`src/rtl/seg7_pkg.sv`:
```
`default_nettype none
// ============================================================================
// Module      : seg7_pkg
// Description : Shared seven-segment definitions: the hex glyph table (also
//               used by the display decoder), the nibble reported for an
//               unrecognised pattern, and the frame encoder state encoding.
// Revision    : 1.0 - initial release
// ============================================================================
package seg7_pkg;

  // Glyph per hex value, bit order seg[0:7] = a,b,c,d,e,f,g,dp with dp = 0.
  localparam logic [0:7] SEG7_GLYPHS [16] = '{
    8'hFC, 8'h60, 8'hDA, 8'hF2, 8'h66, 8'hB6, 8'hBE, 8'hE0,
    8'hFE, 8'hF6, 8'hEE, 8'h3E, 8'h1A, 8'h7A, 8'h9E, 8'h8E
  };

  // Nibble reported for a pattern that is not a legal glyph.
  localparam logic [3:0] SEG7_ERR_NIBBLE = 4'hE;

  // Frame acquisition states.
  typedef enum logic [1:0] {
    ST_SYNC    = 2'd0,
    ST_ACQ     = 2'd1,
    ST_PUBLISH = 2'd2
  } seg7_state_e;

endpackage
`default_nettype wire

```
`src/rtl/seg7_glyph_encoder.sv`:
```
`default_nettype none
// ============================================================================
// Module      : seg7_glyph_encoder
// Description : Combinational reverse lookup of a seven-segment pattern
//               (a..g, dp excluded) into its hex nibble. Patterns that are
//               not in the glyph table give SEG7_ERR_NIBBLE with o_err set.
// Revision    : 1.0 - initial release
// ============================================================================
module seg7_glyph_encoder
  import seg7_pkg::*;
(
  input  logic [0:6] i_seg,
  output logic [3:0] o_nibble,
  output logic       o_err
);

  // Table search; glyphs are unique so at most one entry matches.
  always_comb begin
    o_nibble = SEG7_ERR_NIBBLE;
    o_err    = 1'b1;
    for (int i = 0; i < 16; i++) begin
      if (i_seg == SEG7_GLYPHS[i][0:6]) begin
        o_nibble = 4'(i);
        o_err    = 1'b0;
      end
    end
  end

endmodule
`default_nettype wire

```
`src/rtl/seg7_frame_encoder.sv`:
```
`default_nettype none
// ============================================================================
// Module      : seg7_frame_encoder
// Description : Snoops a multiplexed 4-digit seven-segment bus, waits for each
//               digit to settle, encodes it back to hex and publishes a
//               16-bit frame over a valid/ready handshake with a sticky
//               overrun flag for dropped frames.
//               Optional macro SEG7_DP_CAPTURE_EN: capture the dp segment per
//               digit on dp_out; when undefined dp is ignored and dp_out = 0.
// Revision    : 1.0 - initial release
// ============================================================================
module seg7_frame_encoder
  import seg7_pkg::*;
#(
  parameter int unsigned STABLE_CYCLES = 4
)
(
  input  logic        clk,
  input  logic        rst,
  input  logic [0:7]  seg_in,
  input  logic [3:0]  dig_en,
  input  logic        frame_ready,
  output logic        frame_valid,
  output logic [15:0] value,
  output logic [3:0]  err,
  output logic [3:0]  dp_out,
  output logic        overrun
);

  localparam logic [7:0] c_cap_cnt = 8'(STABLE_CYCLES - 1);

  logic [0:7]  w_seg_m;
  logic        w_changed;
  logic        w_onehot;
  logic [1:0]  w_idx;
  logic        w_stable;
  logic        w_start;
  logic [3:0]  w_nib;
  logic        w_gerr;

  logic [0:7]  r_seg;
  logic [3:0]  r_dig;
  logic [7:0]  r_cnt;

  seg7_state_e r_state;
  logic [1:0]  r_exp;
  logic [1:0]  r_last;
  logic        r_last_vld;
  logic [15:0] r_sh_val;
  logic [3:0]  r_sh_err;
  logic [3:0]  r_sh_dp;

  logic        r_valid;
  logic [15:0] r_out_val;
  logic [3:0]  r_out_err;
  logic [3:0]  r_out_dp;
  logic        r_overrun;

`ifdef SEG7_DP_CAPTURE_EN
  assign w_seg_m = seg_in;
`else
  // dp forced low so it never disturbs the stability compare or dp_out.
  assign w_seg_m = {seg_in[0:6], seg_in[7] & 1'b0};
`endif

  // The counter tracks whether the input register is about to change value.
  assign w_changed = ({w_seg_m, dig_en} != {r_seg, r_dig});

  // Input register and saturating stability counter.
  always_ff @(posedge clk) begin
    if (rst) begin
      r_seg <= '0;
      r_dig <= '0;
      r_cnt <= '0;
    end else begin
      r_seg <= w_seg_m;
      r_dig <= dig_en;
      if (w_changed)
        r_cnt <= '0;
      else if (r_cnt != 8'hFF)
        r_cnt <= r_cnt + 8'd1;
    end
  end

  // Decode the registered digit enable into one-hot flag and index.
  always_comb begin
    w_onehot = 1'b1;
    w_idx    = 2'd0;
    case (r_dig)
      4'b0001: w_idx = 2'd0;
      4'b0010: w_idx = 2'd1;
      4'b0100: w_idx = 2'd2;
      4'b1000: w_idx = 2'd3;
      default: w_onehot = 1'b0;
    endcase
  end

  assign w_stable = (r_cnt == c_cap_cnt);
  assign w_start  = (r_dig == 4'b0001);

  seg7_glyph_encoder u_enc (
    .i_seg    (r_seg[0:6]),
    .o_nibble (w_nib),
    .o_err    (w_gerr)
  );

  // Acquisition FSM, shadow frame and registered handshake outputs.
  always_ff @(posedge clk) begin
    if (rst) begin
      r_state    <= ST_SYNC;
      r_exp      <= 2'd0;
      r_last     <= 2'd0;
      r_last_vld <= 1'b0;
      r_sh_val   <= '0;
      r_sh_err   <= '0;
      r_sh_dp    <= '0;
      r_valid    <= 1'b0;
      r_out_val  <= '0;
      r_out_err  <= '0;
      r_out_dp   <= '0;
      r_overrun  <= 1'b0;
    end else begin
      // A new frame replaces the outputs only if the old one is gone or
      // being accepted on this very edge; otherwise it is dropped.
      if (r_state == ST_PUBLISH) begin
        if (!r_valid || frame_ready) begin
          r_valid   <= 1'b1;
          r_out_val <= r_sh_val;
          r_out_err <= r_sh_err;
          r_out_dp  <= r_sh_dp;
        end else begin
          r_overrun <= 1'b1;
        end
      end else if (r_valid && frame_ready) begin
        r_valid <= 1'b0;
      end

      case (r_state)
        // PUBLISH resynchronises like SYNC so that a digit 0 arriving right
        // behind digit 3 is not missed.
        ST_SYNC, ST_PUBLISH: begin
          r_state    <= ST_SYNC;
          r_exp      <= 2'd0;
          r_last_vld <= 1'b0;
          if (w_start) begin
            r_state <= ST_ACQ;
            if (w_stable) begin
              r_sh_val[3:0] <= w_nib;
              r_sh_err[0]   <= w_gerr;
              r_sh_dp[0]    <= r_seg[7];
              r_exp         <= 2'd1;
              r_last        <= 2'd0;
              r_last_vld    <= 1'b1;
            end
          end
        end

        ST_ACQ: begin
          if (r_dig == 4'b0000) begin
            // blanking between digits is harmless
          end else if (!w_onehot) begin
            r_state  <= ST_SYNC;
            r_sh_val <= '0;
            r_sh_err <= '0;
            r_sh_dp  <= '0;
          end else if (w_idx == r_exp) begin
            if (w_stable) begin
              r_sh_val[{w_idx, 2'b00} +: 4] <= w_nib;
              r_sh_err[w_idx]               <= w_gerr;
              r_sh_dp[w_idx]                <= r_seg[7];
              r_last                        <= w_idx;
              r_last_vld                    <= 1'b1;
              if (w_idx == 2'd3)
                r_state <= ST_PUBLISH;
              else
                r_exp <= r_exp + 2'd1;
            end
          end else if (r_last_vld && (w_idx == r_last)) begin
            // remainder of the dwell of the digit just captured
          end else begin
            r_state  <= ST_SYNC;
            r_sh_val <= '0;
            r_sh_err <= '0;
            r_sh_dp  <= '0;
          end
        end

        default: r_state <= ST_SYNC;
      endcase
    end
  end

  assign frame_valid = r_valid;
  assign value       = r_out_val;
  assign err         = r_out_err;
  assign dp_out      = r_out_dp;
  assign overrun     = r_overrun;

endmodule
`default_nettype wire
```
`config.mk`:
```
export PLATFORM = sky130hd
export DESIGN_NAME = seg7_frame_encoder
export DESIGN_NICKNAME = d
export VERILOG_FILES = /design/src/rtl/seg7_pkg.sv /design/src/rtl/seg7_glyph_encoder.sv /design/src/rtl/seg7_frame_encoder.sv
export SDC_FILE = /design/constraint.sdc
export NUM_CORES = 1
export LEC_CHECK = 0
export BUFFER_PORTS_ARGS = -buffer_cell sky130_fd_sc_hd__buf_4
export CORE_MARGIN = 10
export CORE_UTILIZATION = 58
export CTS_BUF_LIST = sky130_fd_sc_hd__clkbuf_16
export DETAILED_ROUTE_END_ITERATION = 10
export GPL_TIMING_DRIVEN = 0
export PLACE_DENSITY = 0.84
export SYNTH_ARGS = -nofsm -noshare
export SYNTH_HDL_FRONTEND = slang
export SYNTH_SLANG_ARGS = --single-unit
```
`constraint.sdc`:
```
create_clock -name clk -period 3.26 [get_ports clk]
set_clock_uncertainty 0.05 [all_clocks]
set_input_delay 0.489 -clock clk [delete_from_list [all_inputs] [get_ports clk]]
set_output_delay 0.489 -clock clk [all_outputs]
set_load 0.005 [all_outputs]
```
==> summary.md <==
| Metric | Value |
|---|---|
| Antenna violations before repair | `0` |
| CTS tree | `built` |
| Worst Max-Slew Pin Slew | `0.9829 ns` |
| CTS buffer count | `9` |
| Main combinational cell family by area after synthesis | `simple AND/OR/NAND/NOR gates` |
| # fillers | `470` |
| Core Region | `0.005991 mm²` |
| Routed via count | `3,190` |
| Crit path time final | `2.649 ns` |
| # resized after CTS | `0` |
| Post-synthesis mux area share | `0.002765` |
| WS Path Type | `flip-flop to flip-flop` |
| Crit-path cells | `or3b_1 -> a2111oi_2 -> a311oi_1 -> clkbuf_1 -> o221ai_1 -> nor2_1 -> o32ai_2` |
| Placed wire-length estimate | `6.067 mm` |
| # setup viols final | `0` |
| Compound-Gate Fraction of Synth Area | `0.1853` |
| Vias in the first global route | `3,068` |
| WHS Endpoint | `r_dig[3]` |
| Maximum clock path buffer count | `2` |
| Crit path max fanout | `10` |
| Ranking of synthesized cells by area | `dfxtp_1 (42%), nand2_1 (7.8%), a21oi_1 (5.4%), nor2_1 (3.6%), xor2_1 (3.6%)` |
| Leak Pwr | `1.621 nW` |
| Final worst-path cycle share | `0.8126` |
| DR WL/cell | `14.77 µm` |
| Mapped Cells | `435` |
| Mapped Area | `0.003620 mm²` |
| Hold_sp | `dig_en[3]` |
| Hold depth | `2` |
| Net count after synthesis | `459` |
| Die area | `0.009801 mm²` |
| Reg2reg start | `r_exp[0]` |
| Leading area contributor after synthesis | `dfxtp_1` |
| Fmax | `0.3775 GHz` |
| Post-Synth XOR/XNOR Area | `0.04839` |
| Initial Util | `0.6042` |
| Flops & latches, synth | `76` |
| Worst setup SP type | `flip-flop` |
| Largest net degree at the start of global routing | `14` |
| WP data arrival | `2.80 ns` |
| Mean Syn Cell Area | `8.321 µm²` |
| IO Pins | `41` |
| Drt first-iter violations | `155` |
| Ant diodes | `0` |
| Aggregate global routing overflow | `0` |
| Worst reg-to-reg path cell count | `7` |
| CP Buf/Inv Count | `1` |
| Remaining antenna violation count after routing | `0` |
| Post-Route WL | `8.347 mm` |
| GRT Total Usage | `0.1677` |
| Fin nets | `509` |
| Peak VDD IR | `409.1 µV` |
| FF/Latch Area | `0.001521 mm²` |
| Top FF cell, synth | `dfxtp_1` |
| Placer Congestion | `0.9204` |
| Layout cells sized above 1 | `0.1429` |
| Minimum hold slack | `0.3229 ns` |
| Max Slew Vio Count | `0` |
| Root buf cell | `clkbuf_16` |
| Top Family by Delay on Critical Path | `compound AO/OA/AOI/OAI gates` |
| Top post-synthesis cells by count | `dfxtp_1 (76), nand2_1 (75), a21oi_1 (39), nor2_1 (35), clkbuf_1 (17)` |
| Die X | `99 µm` |
| Hold_buf cts | `0` |
| Post-synthesis sequential area ratio | `0.4203` |
| Worst R2R End | `r_sh_err[3]` |
| Design Area, Final | `0.004324 mm²` |
| I/O Buffers | `39` |
| DR vias/cell | `5.646` |
| RSZ-0062 raised after global routing | `false` |
| Outcome | `complete, no violations` |
| Die H | `99 µm` |
| H-tree depth | `3` |
| P&R area growth vs syn | `19.46%` |
| Most numerous cell in the Yosys netlist | `dfxtp_1` |
| Worst-path clk slew | `0.06 ns` |
| CTS Sinks | `76` |
| Share of the synthesized area in the top cell type | `0.4203` |
| P per Cell Area | `504.9 mW/mm²` |
| Multi-input logic area | `0.001932 mm²` |
| Post-synth EDFFs | `0` |
| Reg2reg setup slack | `0.61 ns` |
| Insertion delay to the later sink of the worst-skew pair | `0.34 ns` |
| Critical path's largest stage delay | `0.69 ns` |
| Worst min path class | `input port to flip-flop` |
| Asr flop ratio synth | `0` |
| Max transition margin | `0.3387` |
| Max-Cap Viols | `0` |
| Wire length of the first global-routing pass | `13.92 mm` |
| Number of distinct library cells after synthesis | `58` |
| Post-synthesis simple-gate area fraction | `0.2662` |
| Critical-path top delay cell | `a311oi_1` |
| Row Count | `28` |
| Setup TNS | `0 ns` |
| Yosys Warn Count | `0` |
| DRT Pass-1 Iters | `4` |
| Worst Setup End Kind | `flip-flop` |
| Drc violations | `0` |
| Fin. Hold Viols | `0` |
| Post-CTS setup buffers | `0` |
| Worst Path Required | `3.41 ns` |
| Post-synthesis adder-cell area fraction | `0.03111` |
| Placed cell area | `0.004006 mm²` |
-- registers in the layout, indices dropped and copies added, names as in the netlist, 4 cells and up --
signal,flops
dp_out,4
r_sh_val,16
r_sh_dp,4
r_dig,4
r_seg,7
r_cnt,8
err,4
value,16
r_sh_err,4
-- worst max-delay path by stage --
| stage | start | to | slack [ns] | cells after the start |
|---|---|---|---|---|
| final | r_exp[0] | r_sh_err[3] | 0.61 | 7 |
| after global routing | r_exp[0] | r_sh_err[3] | 0.49 | 7 |
| after CTS | r_exp[0] | r_sh_err[3] | 0.65 | 7 |
| after detailed placement | r_exp[0] | r_sh_err[3] | 0.68 | 7 |
| after global placement | r_exp[0] | r_sh_err[3] | 0.71 | 7 |
| after floorplan | r_dig[2] | r_sh_err[1] | 0.99 | 8 |
-- per-stage QoR --
stage                       util  setup WS [ns]  power, mW  instances
after floorplan                -         0.9926      1.094        435
after global placement    0.6688         0.7114      1.138        549
after detailed placement  0.6688         0.6831      1.144        549
after CTS                 0.7218         0.6532      2.188        565
after global routing      0.7218         0.4880      2.251        565
final                     0.7218         0.6108      2.183        565
-- where the power goes --
part / switching [mW] / internal, mW
Clock: 0.390 / 0.667
Combinational: 0.109 / 0.0678
Sequential: 0.0101 / 0.940
-- final cells by class --
type | instances | share of cell area
multi-input combinational | 320 | 0.4468
tap | 75 | 0.02170
buffer | 24 | 0.02546
clock buffer | 9 | 0.05208
clock inverter | 7 | 0.02141
sequential | 76 | 0.3519
timing repair buffer | 39 | 0.06771
inverter | 15 | 0.01302
-- cell usage in the layout (no fill, tap or decap), drive strengths merged, types with 3 or more instances in the layout --
cell and n:
a21oi 39, o41ai 3, o22ai 5, nor2b 16, o32ai 4, dfxtp 76, o21ai 7, o211ai 3
ha 9, nand3 12, a31oi 4, a22o 13, nor4 9, buf 46, nand2b 7, nand2 76
inv 16, and2 3, o21a 3, or3 6, nor3b 5, a211oi 4, or2 3, xor2 15
nand4 4, nand3b 3, xnor2 5, nor3 7, nor2 35, clkbuf 26
-- worst register-to-register path, stage by stage, from the launching register on --
cell and delay (ns):
dfxtp_1 0.46, or3b_1 0.18, a2111oi_2 0.09, a311oi_1 0.69
clkbuf_1 0.42, o221ai_1 0.27, nor2_1 0.25, o32ai_2 0.12
-- logic make-up after synthesis --
| group | Yosys count |
|---|---|
| simple gates | 194 |
| compound gates | 96 |
| flops | 76 |
| buf+inv | 39 |
| xor+xnor | 20 |
| fa+ha+maj | 9 |
| mux | 1 |
-- routing by layer --
layer,vias to the layer above,GRT usage,routed length [µm]
met5,-,0,0
met4,0,0.06505,170
met3,16,0.04260,390
met2,77,0.2871,4099
met1,1474,0.1952,3687
li1,1623,-,-
No activity file was read; power rests on OpenSTA's default activity.
